--- config.mk ---
export PLATFORM = sky130hd
export DESIGN_NAME = alu_serial_rx
export DESIGN_NICKNAME = d
export VERILOG_FILES = /design/src/rtl/alu_pkg.sv /design/src/rtl/alu_rx_frame.sv /design/src/rtl/alu_serial_rx.sv
export SDC_FILE = /design/constraint.sdc
export NUM_CORES = 1
export LEC_CHECK = 0
export ABC_AREA = 0
export CORE_ASPECT_RATIO = 0.8
export CORE_MARGIN = 2
export CORE_UTILIZATION = 45
export CTS_CLUSTER_DIAMETER = 100
export DETAILED_ROUTE_END_ITERATION = 12
export PLACE_DENSITY = 0.66
export SETUP_SLACK_MARGIN = 0.05
export SYNTH_ARGS = -nofsm -noshare
export SYNTH_HDL_FRONTEND = slang
export SYNTH_HIERARCHICAL = 1
export SYNTH_SLANG_ARGS = --single-unit
--- constraint.sdc ---
create_clock -name clk -period 8.76 [get_ports clk]
set_input_delay 1.752 -clock clk [delete_from_list [all_inputs] [get_ports clk]]
set_output_delay 1.752 -clock clk [all_outputs]
set_load 0.01 [all_outputs]
--- src/rtl/alu_pkg.sv ---
// Shared types and helpers for the ALU serial command receiver: opcode and
// packet encodings, error flag layout, CRC4 over the 68-bit command image.
package alu_pkg;

    typedef enum logic [2:0] {
        OP_AND = 3'b000,
        OP_OR  = 3'b001,
        OP_ADD = 3'b100,
        OP_SUB = 3'b101
    } alu_op_t;

    typedef enum logic {
        PKT_DATA = 1'b0,
        PKT_CTL  = 1'b1
    } packet_t;

    typedef struct packed {
        logic data;
        logic crc;
        logic op;
    } rx_err_t;

    localparam rx_err_t ERR_NONE = rx_err_t'(3'b000);
    localparam rx_err_t ERR_DATA = rx_err_t'(3'b100);
    localparam rx_err_t ERR_CRC  = rx_err_t'(3'b010);
    localparam rx_err_t ERR_OP   = rx_err_t'(3'b001);

    // Serial CRC4, poly x^4+x+1, init 0, d[67] shifted in first.
    function automatic logic [3:0] crc4_d68(input logic [67:0] d);
        logic [3:0] c;
        logic       fb;
        c = 4'b0000;
        for (int i = 67; i >= 0; i--) begin
            fb = c[3] ^ d[i];
            c  = {c[2:0], 1'b0} ^ {2'b00, fb, fb};
        end
        return c;
    endfunction

    function automatic logic op_is_valid(input logic [2:0] op);
        logic ok;
        case (op)
            OP_AND, OP_OR, OP_ADD, OP_SUB: ok = 1'b1;
            default:                       ok = 1'b0;
        endcase
        return ok;
    endfunction

endpackage

--- src/rtl/alu_rx_frame.sv ---
// Single-packet deserialiser: start, type, 8 data bits MSB first, stop.
// Emits a one-cycle pkt_done with the captured fields after the stop sample.
module alu_rx_frame (
    input  logic       clk,
    input  logic       rst,
    input  logic       sin,
    output logic       pkt_done,
    output logic       pkt_type,
    output logic [7:0] pkt_data,
    output logic       pkt_stop_err,
    output logic       frame_idle,
    output logic       frame_stop
);

    localparam logic [1:0] F_IDLE = 2'd0;
    localparam logic [1:0] F_TYPE = 2'd1;
    localparam logic [1:0] F_BITS = 2'd2;
    localparam logic [1:0] F_STOP = 2'd3;

    logic [1:0] state_r;
    logic [2:0] bit_cnt_r;
    logic [7:0] shift_r;
    logic       type_r;
    logic       pkt_done_r;
    logic       pkt_type_r;
    logic [7:0] pkt_data_r;
    logic       pkt_stop_err_r;

    assign frame_idle   = (state_r == F_IDLE);
    assign frame_stop   = (state_r == F_STOP);
    assign pkt_done     = pkt_done_r;
    assign pkt_type     = pkt_type_r;
    assign pkt_data     = pkt_data_r;
    assign pkt_stop_err = pkt_stop_err_r;

    // Bit-level framing FSM and packet capture.
    always_ff @(posedge clk or posedge rst) begin
        if (rst) begin
            state_r        <= F_IDLE;
            bit_cnt_r      <= 3'd0;
            shift_r        <= 8'h00;
            type_r         <= 1'b0;
            pkt_done_r     <= 1'b0;
            pkt_type_r     <= 1'b0;
            pkt_data_r     <= 8'h00;
            pkt_stop_err_r <= 1'b0;
        end else begin
            pkt_done_r <= 1'b0;
            case (state_r)
                F_IDLE: begin
                    if (!sin) begin
                        state_r <= F_TYPE;
                    end else begin
                        state_r <= F_IDLE;
                    end
                end
                F_TYPE: begin
                    type_r    <= sin;
                    bit_cnt_r <= 3'd0;
                    state_r   <= F_BITS;
                end
                F_BITS: begin
                    shift_r <= {shift_r[6:0], sin};
                    if (bit_cnt_r == 3'd7) begin
                        state_r <= F_STOP;
                    end else begin
                        bit_cnt_r <= bit_cnt_r + 3'd1;
                    end
                end
                F_STOP: begin
                    pkt_done_r     <= 1'b1;
                    pkt_type_r     <= type_r;
                    pkt_data_r     <= shift_r;
                    pkt_stop_err_r <= ~sin;
                    state_r        <= F_IDLE;
                end
                default: begin
                    state_r <= F_IDLE;
                end
            endcase
        end
    end

endmodule

--- src/rtl/alu_serial_rx.sv ---
// ALU-side command receiver: collects 8 DATA packets and one CTL packet from
// sin, validates framing, CRC4 and opcode, then pulses operands or an error.
module alu_serial_rx
    import alu_pkg::*;
#(
    parameter int N_DATA_PKTS = 8,
    parameter int TIMEOUT_CYC = 64
) (
    input  logic        clk,
    input  logic        rst,
    input  logic        sin,
    output logic        rx_valid,
    output logic [31:0] rx_a,
    output logic [31:0] rx_b,
    output logic [2:0]  rx_op,
    output logic        rx_err_valid,
    output logic [2:0]  rx_err_flags,
    output logic        rx_busy
);

    localparam logic [1:0] S_COLLECT = 2'd0;
    localparam logic [1:0] S_CHECK   = 2'd1;
    localparam logic [1:0] S_REPORT  = 2'd2;

    localparam logic [3:0] CNT_FULL = 4'(N_DATA_PKTS);
    localparam int TO_W = (TIMEOUT_CYC > 2) ? $clog2(TIMEOUT_CYC) : 1;
    localparam logic [TO_W-1:0] TO_LAST = TO_W'(TIMEOUT_CYC - 1);
    localparam logic [TO_W-1:0] TO_ONE  = TO_W'(1);
    localparam logic [TO_W-1:0] TO_ZERO = TO_W'(0);

    logic                       pkt_done_s;
    logic                       pkt_type_s;
    logic [7:0]                 pkt_data_s;
    logic                       pkt_stop_err_s;
    logic                       frame_idle_s;
    logic                       frame_stop_s;

    logic [1:0]                 state_r;
    logic [1:0]                 state_nxt_s;
    logic [3:0]                 cnt_r;
    logic [3:0]                 cnt_nxt_s;
    logic [8*N_DATA_PKTS-1:0]   data_sh_r;
    logic [6:0]                 ctl_r;
    logic [TO_W-1:0]            to_cnt_r;
    logic                       busy_r;
    logic                       rx_valid_r;
    logic [31:0]                rx_a_r;
    logic [31:0]                rx_b_r;
    logic [2:0]                 rx_op_r;
    logic                       rx_err_valid_r;
    rx_err_t                    rx_err_flags_r;

    logic                       start_s;
    logic                       pkt_bad_s;
    logic                       idle_wait_s;
    logic                       timeout_s;
    logic                       frame_act_nxt_s;
    logic                       busy_nxt_s;
    logic [3:0]                 crc_calc_s;
    logic                       crc_ok_s;
    logic                       op_ok_s;

    alu_rx_frame u_frame (
        .clk          (clk),
        .rst          (rst),
        .sin          (sin),
        .pkt_done     (pkt_done_s),
        .pkt_type     (pkt_type_s),
        .pkt_data     (pkt_data_s),
        .pkt_stop_err (pkt_stop_err_s),
        .frame_idle   (frame_idle_s),
        .frame_stop   (frame_stop_s)
    );

    assign start_s   = frame_idle_s & ~sin;
    assign pkt_bad_s = pkt_stop_err_s
                     | ((pkt_type_s == PKT_CTL)  & (cnt_r != CNT_FULL))
                     | ((pkt_type_s == PKT_DATA) & (cnt_r == CNT_FULL));

    // Only line-idle gaps inside a partial command advance the abandon timer.
    assign idle_wait_s = busy_r & frame_idle_s & sin & (state_r == S_COLLECT) & ~pkt_done_s;
    assign timeout_s   = (TIMEOUT_CYC != 0) && idle_wait_s && (to_cnt_r == TO_LAST);

    assign crc_calc_s = crc4_d68({data_sh_r, 1'b1, ctl_r[6:4]});
    assign crc_ok_s   = (crc_calc_s == ctl_r[3:0]);
    assign op_ok_s    = op_is_valid(ctl_r[6:4]);

    assign frame_act_nxt_s = start_s | (~frame_idle_s & ~frame_stop_s);
    assign busy_nxt_s      = frame_act_nxt_s | (cnt_nxt_s != 4'd0) | (state_nxt_s != S_COLLECT);

    assign rx_valid     = rx_valid_r;
    assign rx_a         = rx_a_r;
    assign rx_b         = rx_b_r;
    assign rx_op        = rx_op_r;
    assign rx_err_valid = rx_err_valid_r;
    assign rx_err_flags = rx_err_flags_r;
    assign rx_busy      = busy_r;

    // Command FSM next-state and packet counter.
    always_comb begin
        state_nxt_s = state_r;
        cnt_nxt_s   = cnt_r;
        case (state_r)
            S_COLLECT: begin
                if (pkt_done_s) begin
                    if (pkt_bad_s) begin
                        state_nxt_s = S_REPORT;
                        cnt_nxt_s   = 4'd0;
                    end else if (pkt_type_s == PKT_DATA) begin
                        cnt_nxt_s = cnt_r + 4'd1;
                    end else begin
                        state_nxt_s = S_CHECK;
                        cnt_nxt_s   = 4'd0;
                    end
                end else if (timeout_s) begin
                    cnt_nxt_s = 4'd0;
                end else begin
                    cnt_nxt_s = cnt_r;
                end
            end
            S_CHECK, S_REPORT: begin
                state_nxt_s = S_COLLECT;
                cnt_nxt_s   = 4'd0;
            end
            default: begin
                state_nxt_s = S_COLLECT;
                cnt_nxt_s   = 4'd0;
            end
        endcase
    end

    // Control state: FSM, packet count, busy flag and abandon timer.
    always_ff @(posedge clk or posedge rst) begin
        if (rst) begin
            state_r  <= S_COLLECT;
            cnt_r    <= 4'd0;
            busy_r   <= 1'b0;
            to_cnt_r <= TO_ZERO;
        end else begin
            state_r <= state_nxt_s;
            cnt_r   <= cnt_nxt_s;
            busy_r  <= busy_nxt_s;
            if (!idle_wait_s || timeout_s) begin
                to_cnt_r <= TO_ZERO;
            end else begin
                to_cnt_r <= to_cnt_r + TO_ONE;
            end
        end
    end

    // Operand staging: first DATA byte ends up in the top of B.
    always_ff @(posedge clk or posedge rst) begin
        if (rst) begin
            data_sh_r <= '0;
            ctl_r     <= 7'd0;
        end else if (pkt_done_s && (state_r == S_COLLECT)) begin
            if (pkt_type_s == PKT_DATA) begin
                data_sh_r <= {data_sh_r[8*N_DATA_PKTS-9:0], pkt_data_s};
            end else begin
                ctl_r <= pkt_data_s[6:0];
            end
        end
    end

    // Result registers; ERR_CRC takes precedence over ERR_OP.
    always_ff @(posedge clk or posedge rst) begin
        if (rst) begin
            rx_valid_r     <= 1'b0;
            rx_a_r         <= 32'h0000_0000;
            rx_b_r         <= 32'h0000_0000;
            rx_op_r        <= 3'b000;
            rx_err_valid_r <= 1'b0;
            rx_err_flags_r <= ERR_NONE;
        end else begin
            rx_valid_r     <= 1'b0;
            rx_err_valid_r <= 1'b0;
            case (state_r)
                S_CHECK: begin
                    if (!crc_ok_s) begin
                        rx_err_valid_r <= 1'b1;
                        rx_err_flags_r <= ERR_CRC;
                    end else if (!op_ok_s) begin
                        rx_err_valid_r <= 1'b1;
                        rx_err_flags_r <= ERR_OP;
                    end else begin
                        rx_valid_r <= 1'b1;
                        rx_a_r     <= data_sh_r[31:0];
                        rx_b_r     <= data_sh_r[63:32];
                        rx_op_r    <= ctl_r[6:4];
                    end
                end
                S_REPORT: begin
                    rx_err_valid_r <= 1'b1;
                    rx_err_flags_r <= ERR_DATA;
                end
                default: begin
                    rx_err_flags_r <= rx_err_flags_r;
                end
            endcase
        end
    end

endmodule

==> results.yml, run 1 <==
run_status:
  result_of_the_run: "finished clean"
sta:
  post-route-min-period_ns: 4.19
  max_freq_mhz: 238
  fin_setup_tns_ns: 0
  finalSetupViolations: 0
  final.period_utilization_pct: 47.9
  clock-skew-final_ns: 0.00976
  report.final.hold_viol_count: 0
  max-slew-margin-rel_pct: 33.0
  final_critical_path_setup_slack_ns: 4.57
  rsz0062_at_grt: "false"
  drv_slew: 0
  timing_worst_slew_pin_value_ns: 1.00
synthesis:
  synth.yosys.warnings: 6
  library_cell_with_the_highest_instance_count_after_synthesis: "sky130_fd_sc_hd__dfrtp_1"
  number_of_synthesized_flops_with_an_enable_pin: 0
  synth_top_cells_by_count: "sky130_fd_sc_hd__dfrtp_1 (181), sky130_fd_sc_hd__mux2_2 (148), sky130_fd_sc_hd__xnor2_1 (53), sky130_fd_sc_hd__xnor3_1 (27)"
  post_synth_fa_ha_maj_area_fraction_pct: 1.96
  synthSimpleGateAreaFrac_pct: 3.49
  syn-mean-instance-area_sq_um: 14.9
  netlist_instances: 556
  postSynth.asyncResetShare_pct: 100
  synth_top_family_by_area: "multiplexers"
  syn-cell-area_sq_mm: 0.00831
  yosys_register_bits: 181
  synth-xor-area-share_pct: 14.8
  ys_seq_area_share_pct: 54.5
  synth_flop_cell: "sky130_fd_sc_hd__dfrtp_1"
  synth_largest_type_area_fraction_pct: 54.5
  post_synth_mux_area_share_pct: 21.8
  synth_fp_nets: 572
  synth_cell_type_count: 46
  area_leader_netlist: "sky130_fd_sc_hd__dfrtp_1"
  ys_top_cells_by_area: "sky130_fd_sc_hd__dfrtp_1 (54%), sky130_fd_sc_hd__mux2_2 (20%), sky130_fd_sc_hd__xnor3_1 (7.3%)"
  synth-compound-area-share_pct: 1.76
global_routing:
  grt_pass1_vias: 4719
  antenna_found_initial: 0
  overflow: 0
  global_route.usage.total_pct: 17.2
  grt_max_degree: 82
  wire_length_of_the_first_global_routing_pass_mm: 25.9
cts:
  cts.sink_count: 181
  postCtsResizedCells: 0
  tritoncts: "done"
  clock_tree.buffer_depth: 2
  cts_root_buffer_type: "sky130_fd_sc_hd__clkbuf_16"
  clock_tree.htree_level_count: 4
  holdBufCountCts: 0
  cts_inserted_buffers: 17
  cts_setup_buffers: 0
  clkSlewWorstSetupHoldPaths_ns: 0.07
  clock_insertion_delay_worst_skew_ns: 0.43
setup_path:
  crit_start_category: "flop"
  slowest_stage: "sky130_fd_sc_hd__xnor3_1"
  register_to_register_path_setup_slack_ns: 4.57
  critPathArrivalTime_ns: 4.51
  reg2reg_from: "data_sh_r[58]"
  worstPathRequired_ns: 9.07
  worst_r2r_endpoint: "rx_a[29]"
  worstSetupPathType: "flop to flop"
  path_common_cell: "sky130_fd_sc_hd__xnor3_1"
  cp_cell_sequence: "xnor3_1, xnor3_1, xnor3_1, xnor3_1, xnor3_1, xnor3_1, mux2i_2, nor4_4, buf_4, mux2_2"
  cp_top_family: "XOR/XNOR gates"
  critical-path-max-stage-delay_ns: 0.47
  kind_of_end_point_of_the_critical_path: "flop"
  worst-path-buf-inv: 1
  reg2regPathDepth: 10
  critPathMaxFanout: 34
worst_hold_path:
  timing.hold.worst.start: "to_cnt_r[0]"
  timing.hold.worst_path_depth: 1
  hold_path_class: "flop to flop"
  worstHoldEndpoint: "to_cnt_r[0]"
placed_design:
  post_placement_worst_setup_slack_ns: 4.49
  gp_congestion: 0.798
  dp_hpwl_mm: 11.0
  io_buffers: 75
layout:
  layout-drive-gt1-share_pct: 29.5
  layout-area-overhead-vs-synth_pct: 19.4
  design.final.nets: 651
  num_antenna_cells: 0
  fillers: 1453
detailed_routing:
  detail_route.wl_per_cell_um: 17.8
  drt_pre_antenna_iters: 4
  postRouteWirelength_mm: 15.7
  detail-route-antenna-nets: 0
  detailed_route_via_count: 4552
  remaining_drc_errors: 0
  via_per_inst: 5.18
  drt_iter0_drc: 183
floorplanning:
  placeableCoreArea_sq_mm: 0.0181
  io_pins: 76
  die-area_sq_mm: 0.0196
  chipHeight_um: 126
  dieWidth_um: 156
  start_util_pct: 45.9
  num_rows: 44
job:
  maximum_capacitance_violations: 0
-- cell families after synthesis --
group,count (synthesis)
compound gates,20
xor+xnor,95
fa+ha+maj,13
buf+inv,31
flops,181
mux,161
simple gates,55
-- routing by layer --
layer | GRT usage (%) | up-vias | wire (um)
met5 | 0 | - | 0
met4 | 5.07 | 0 | 182
met3 | 4.58 | 15 | 562
met2 | 26.7 | 72 | 7390
met1 | 24.0 | 2356 | 7520
li1 | - | 2109 | -
-- layout make-up --
cell class                      count  area, sq um  area share, %
Tap cell                          230          288           2.90
Inverter                           12         50.0          0.504
Clock buffer                       18          439           4.43
Multi-Input combinational cell    344         3640           36.7
Timing Repair Buffer               79          781           7.87
Clock inverter                     14          195           1.97
Sequential cell                   181         4530           45.6
-- through the flow --
stage / hold WS, ns / std cells / util (%) / cell area [sq um]
floorplan: 0.431 / 556 / - / 8310
global placement: 0.446 / 846 / 51.3 / 9290
detailed placement: 0.460 / 846 / 51.3 / 9290
finish: 0.469 / 878 / 54.8 / 9920
CTS: 0.470 / 878 / 54.8 / 9920
global route: 0.488 / 878 / 54.8 / 9920
-- cell usage in the layout, fill, tap and decap left out, types with 5 or more instances in the layout --
cell type                         instances
sky130_fd_sc_hd__nand2_1                 14
sky130_fd_sc_hd__mux2_2                 148
sky130_fd_sc_hd__inv_1                   11
sky130_fd_sc_hd__clkbuf_16               17
sky130_fd_sc_hd__dfrtp_1                181
sky130_fd_sc_hd__xnor3_1                 27
sky130_fd_sc_hd__nor2_1                  14
sky130_fd_sc_hd__nor3_1                   5
sky130_fd_sc_hd__inv_6                    6
sky130_fd_sc_hd__ha_1                    13
sky130_fd_sc_hd__clkdlybuf4s50_1         75
sky130_fd_sc_hd__mux2_1                   7
sky130_fd_sc_hd__xor2_1                  13
sky130_fd_sc_hd__a21oi_1                  5
sky130_fd_sc_hd__xnor2_1                 53
-- how the worst max path moves through the flow --
stage / from / to / slack, ns / cells after the start
2_1_floorplan: rst / cnt_r[0] / 2.80 / 1
6_report: data_sh_r[58] / rx_a[29] / 4.57 / 10
5_1_grt: data_sh_r[52] / rx_b[12] / 4.33 / 10
3_5_place_dp: sin / rx_busy / 4.49 / 9
4_1_cts: data_sh_r[58] / rx_a[29] / 4.53 / 10
3_3_place_gp: sin / rx_busy / 4.60 / 9
-- sequential cells by signal, indices dropped and copies added (netlist names), 4 cells and up --
signal	cells
rx_a	32
rx_b	32
to_cnt_r	6
data_sh_r	64
ctl_r	7
u_frame/pkt_data	8
cnt_r	4
u_frame/shift_r	8
Power of run 1 is left out: the tool's default activity adds up to more than one toggle a clock period on the data nets, which glitch-free logic cannot reach.
==> inputs of run 2 (changes only) <==
Clock period 8.76 ns to 3.9 ns, I/O delays scaled along.
==> run 2 against run 1 <==
Against the previous run:
- flip-flop and latch count is the same
- hold slack gained 0.026 ns
- critical path type unchanged
- highest routed layer unchanged
- clock skew shrank 0.0021 ns
- via count grew 4.5%
- worst setup slack lost 4.4 ns
==> results.yml, run 2 (synthesized netlist as in run 1, its figures left out) <==
run_status:
  result_of_the_run: "finished clean"
cts:
  clock_tree.htree_level_count: 4
  cts_inserted_buffers: 17
  holdBufCountCts: 0
  clkSlewWorstSetupHoldPaths_ns: 0.07
  cts.sink_count: 181
  clock_tree.buffer_depth: 2
  cts_root_buffer_type: "sky130_fd_sc_hd__clkbuf_16"
  clock_insertion_delay_worst_skew_ns: 0.43
  tritoncts: "done"
floorplanning:
  num_rows: 44
  chipHeight_um: 126
  placeableCoreArea_sq_mm: 0.0181
  start_util_pct: 45.9
  dieWidth_um: 156
  die-area_sq_mm: 0.0196
  io_pins: 76
sta:
  report.final.hold_viol_count: 0
  timing_worst_slew_pin_value_ns: 0.937
  finalSetupViolations: 0
  final.period_utilization_pct: 96.0
  final_critical_path_setup_slack_ns: 0.155
  max_freq_mhz: 267
  drv_slew: 0
  fin_hold_ws_ns: 0.495
  fin_setup_tns_ns: 0
  post-route-min-period_ns: 3.74
  max-slew-margin-rel_pct: 37.4
  clock-skew-final_ns: 0.00770
setup_path:
  crit_start_category: "flop"
  reg2regPathDepth: 12
  critPathMaxFanout: 8
  worst_r2r_endpoint: "rx_b[20]"
  reg2reg_from: "data_sh_r[50]"
  worstSetupPathType: "flop to flop"
  worstPathRequired_ns: 4.21
  critPathArrivalTime_ns: 4.05
  register_to_register_path_setup_slack_ns: 0.16
  kind_of_end_point_of_the_critical_path: "flop"
detailed_routing:
  drt_iter0_drc: 267
  detail_route.wl_per_cell_um: 19.0
  dr_wl_met2_mm: 8.16
  met3_length_um: 631
  remaining_drc_errors: 0
  detailed_route_via_count: 4755
  detail-route-antenna-nets: 0
  drt_pre_antenna_iters: 6
  drt-met1-wl_mm: 8.24
  dr.max_layer_used: "met4"
  via_per_inst: 5.21
  postRouteWirelength_mm: 17.3
global_routing:
  grt_max_degree: 65
  overflow: 0
  grt_pass1_vias: 5015
  antenna_found_initial: 0
  wire_length_of_the_first_global_routing_pass_mm: 27.0
  global_route.usage.total_pct: 18.0
layout:
  layout_commonest_cell: "sky130_fd_sc_hd__dfrtp_1"
  num_antenna_cells: 0
  largest_register: "data_sh_r"
  layout.core_utilization_pct: 57.3
  final_cell_mix: "sky130_fd_sc_hd__dfrtp_1 (181), sky130_fd_sc_hd__mux2_2 (148), sky130_fd_sc_hd__clkdlybuf4s50_1 (75), sky130_fd_sc_hd__xnor2_1 (44), sky130_fd_sc_hd__buf_4 (28)"
  largest_register_ff_count: 64
  layout-area-overhead-vs-synth_pct: 25.0
  fillers: 1406
  design.final.nets: 686
  layout-drive-gt1-share_pct: 34.7
placed_design:
  gp_congestion: 0.758
  post_placement_worst_setup_slack_ns: -0.0730
  dp_hpwl_mm: 11.4
  io_buffers: 75
worst_hold_path:
  worstHoldEndpoint: "to_cnt_r[0]"
  timing.hold.worst.start: "to_cnt_r[0]"
  timing.hold.worst_path_depth: 1
  hold_path_class: "flop to flop"
job:
  maximum_capacitance_violations: 0
==> run 2: metal layers <==
layer | vias to the layer above | track usage, %
met1 | 2471 | 25.2
met5 | - | 0
li1 | 2172 | -
met4 | 0 | 6.21
met3 | 28 | 3.54
met2 | 84 | 28.3
==> run 2: layout make-up <==
cell class / count / area [sq um] / share of cell area, %
Timing Repair Buffer: 114 / 1190 / 11.5
Clock buffer: 20 / 447 / 4.30
Multi-Input combinational cell: 344 / 3740 / 36.0
Tap cell: 230 / 288 / 2.77
Clock inverter: 12 / 145 / 1.40
Sequential cell: 181 / 4530 / 43.6
Inverter: 12 / 48.8 / 0.470
==> run 2: worst max path at each step <==
stage	end	startpoint
6_report	rx_b[20]	data_sh_r[50]
5_1_grt	rx_b[19]	data_sh_r[50]
4_1_cts	rx_b[27]	data_sh_r[46]
3_5_place_dp	rx_a[24]	data_sh_r[58]
3_3_place_gp	rx_a[22]	data_sh_r[58]
2_1_floorplan	rx_b[7]	data_sh_r[58]
==> run 2: worst max-delay path: stages, from the launching register on <==
cell                      delay, ns
sky130_fd_sc_hd__dfrtp_1       0.41
sky130_fd_sc_hd__xnor2_2       0.23
sky130_fd_sc_hd__xnor3_2       0.49
sky130_fd_sc_hd__xnor2_2       0.20
sky130_fd_sc_hd__xnor3_1       0.37
sky130_fd_sc_hd__buf_4         0.15
sky130_fd_sc_hd__xnor3_1       0.38
sky130_fd_sc_hd__xnor3_1       0.25
sky130_fd_sc_hd__mux2i_2       0.19
sky130_fd_sc_hd__nor4_4        0.15
sky130_fd_sc_hd__buf_6         0.24
sky130_fd_sc_hd__buf_6         0.21
sky130_fd_sc_hd__mux2_2        0.34
==> run 2: metrics by stage <==
stage          instance area (sq um)  std cells
2_1_floorplan                   8320        556
3_3_place_gp                    9500        869
3_5_place_dp                    9500        869
4_1_cts                        10200        904
5_1_grt                        10400        913
6_report                       10400        913
==> run 2: repair_timing <==
item | in CTS | in global routing
buffers inserted | 2 | 4
gates cloned | 1 | 5
gates resized for setup | 9 | 11
endpoints found under the hold margin | 0 | 0
pin swaps | 4 | 8
setup endpoints to repair | 66 | 66
Power of run 2 is left out for the same reason.
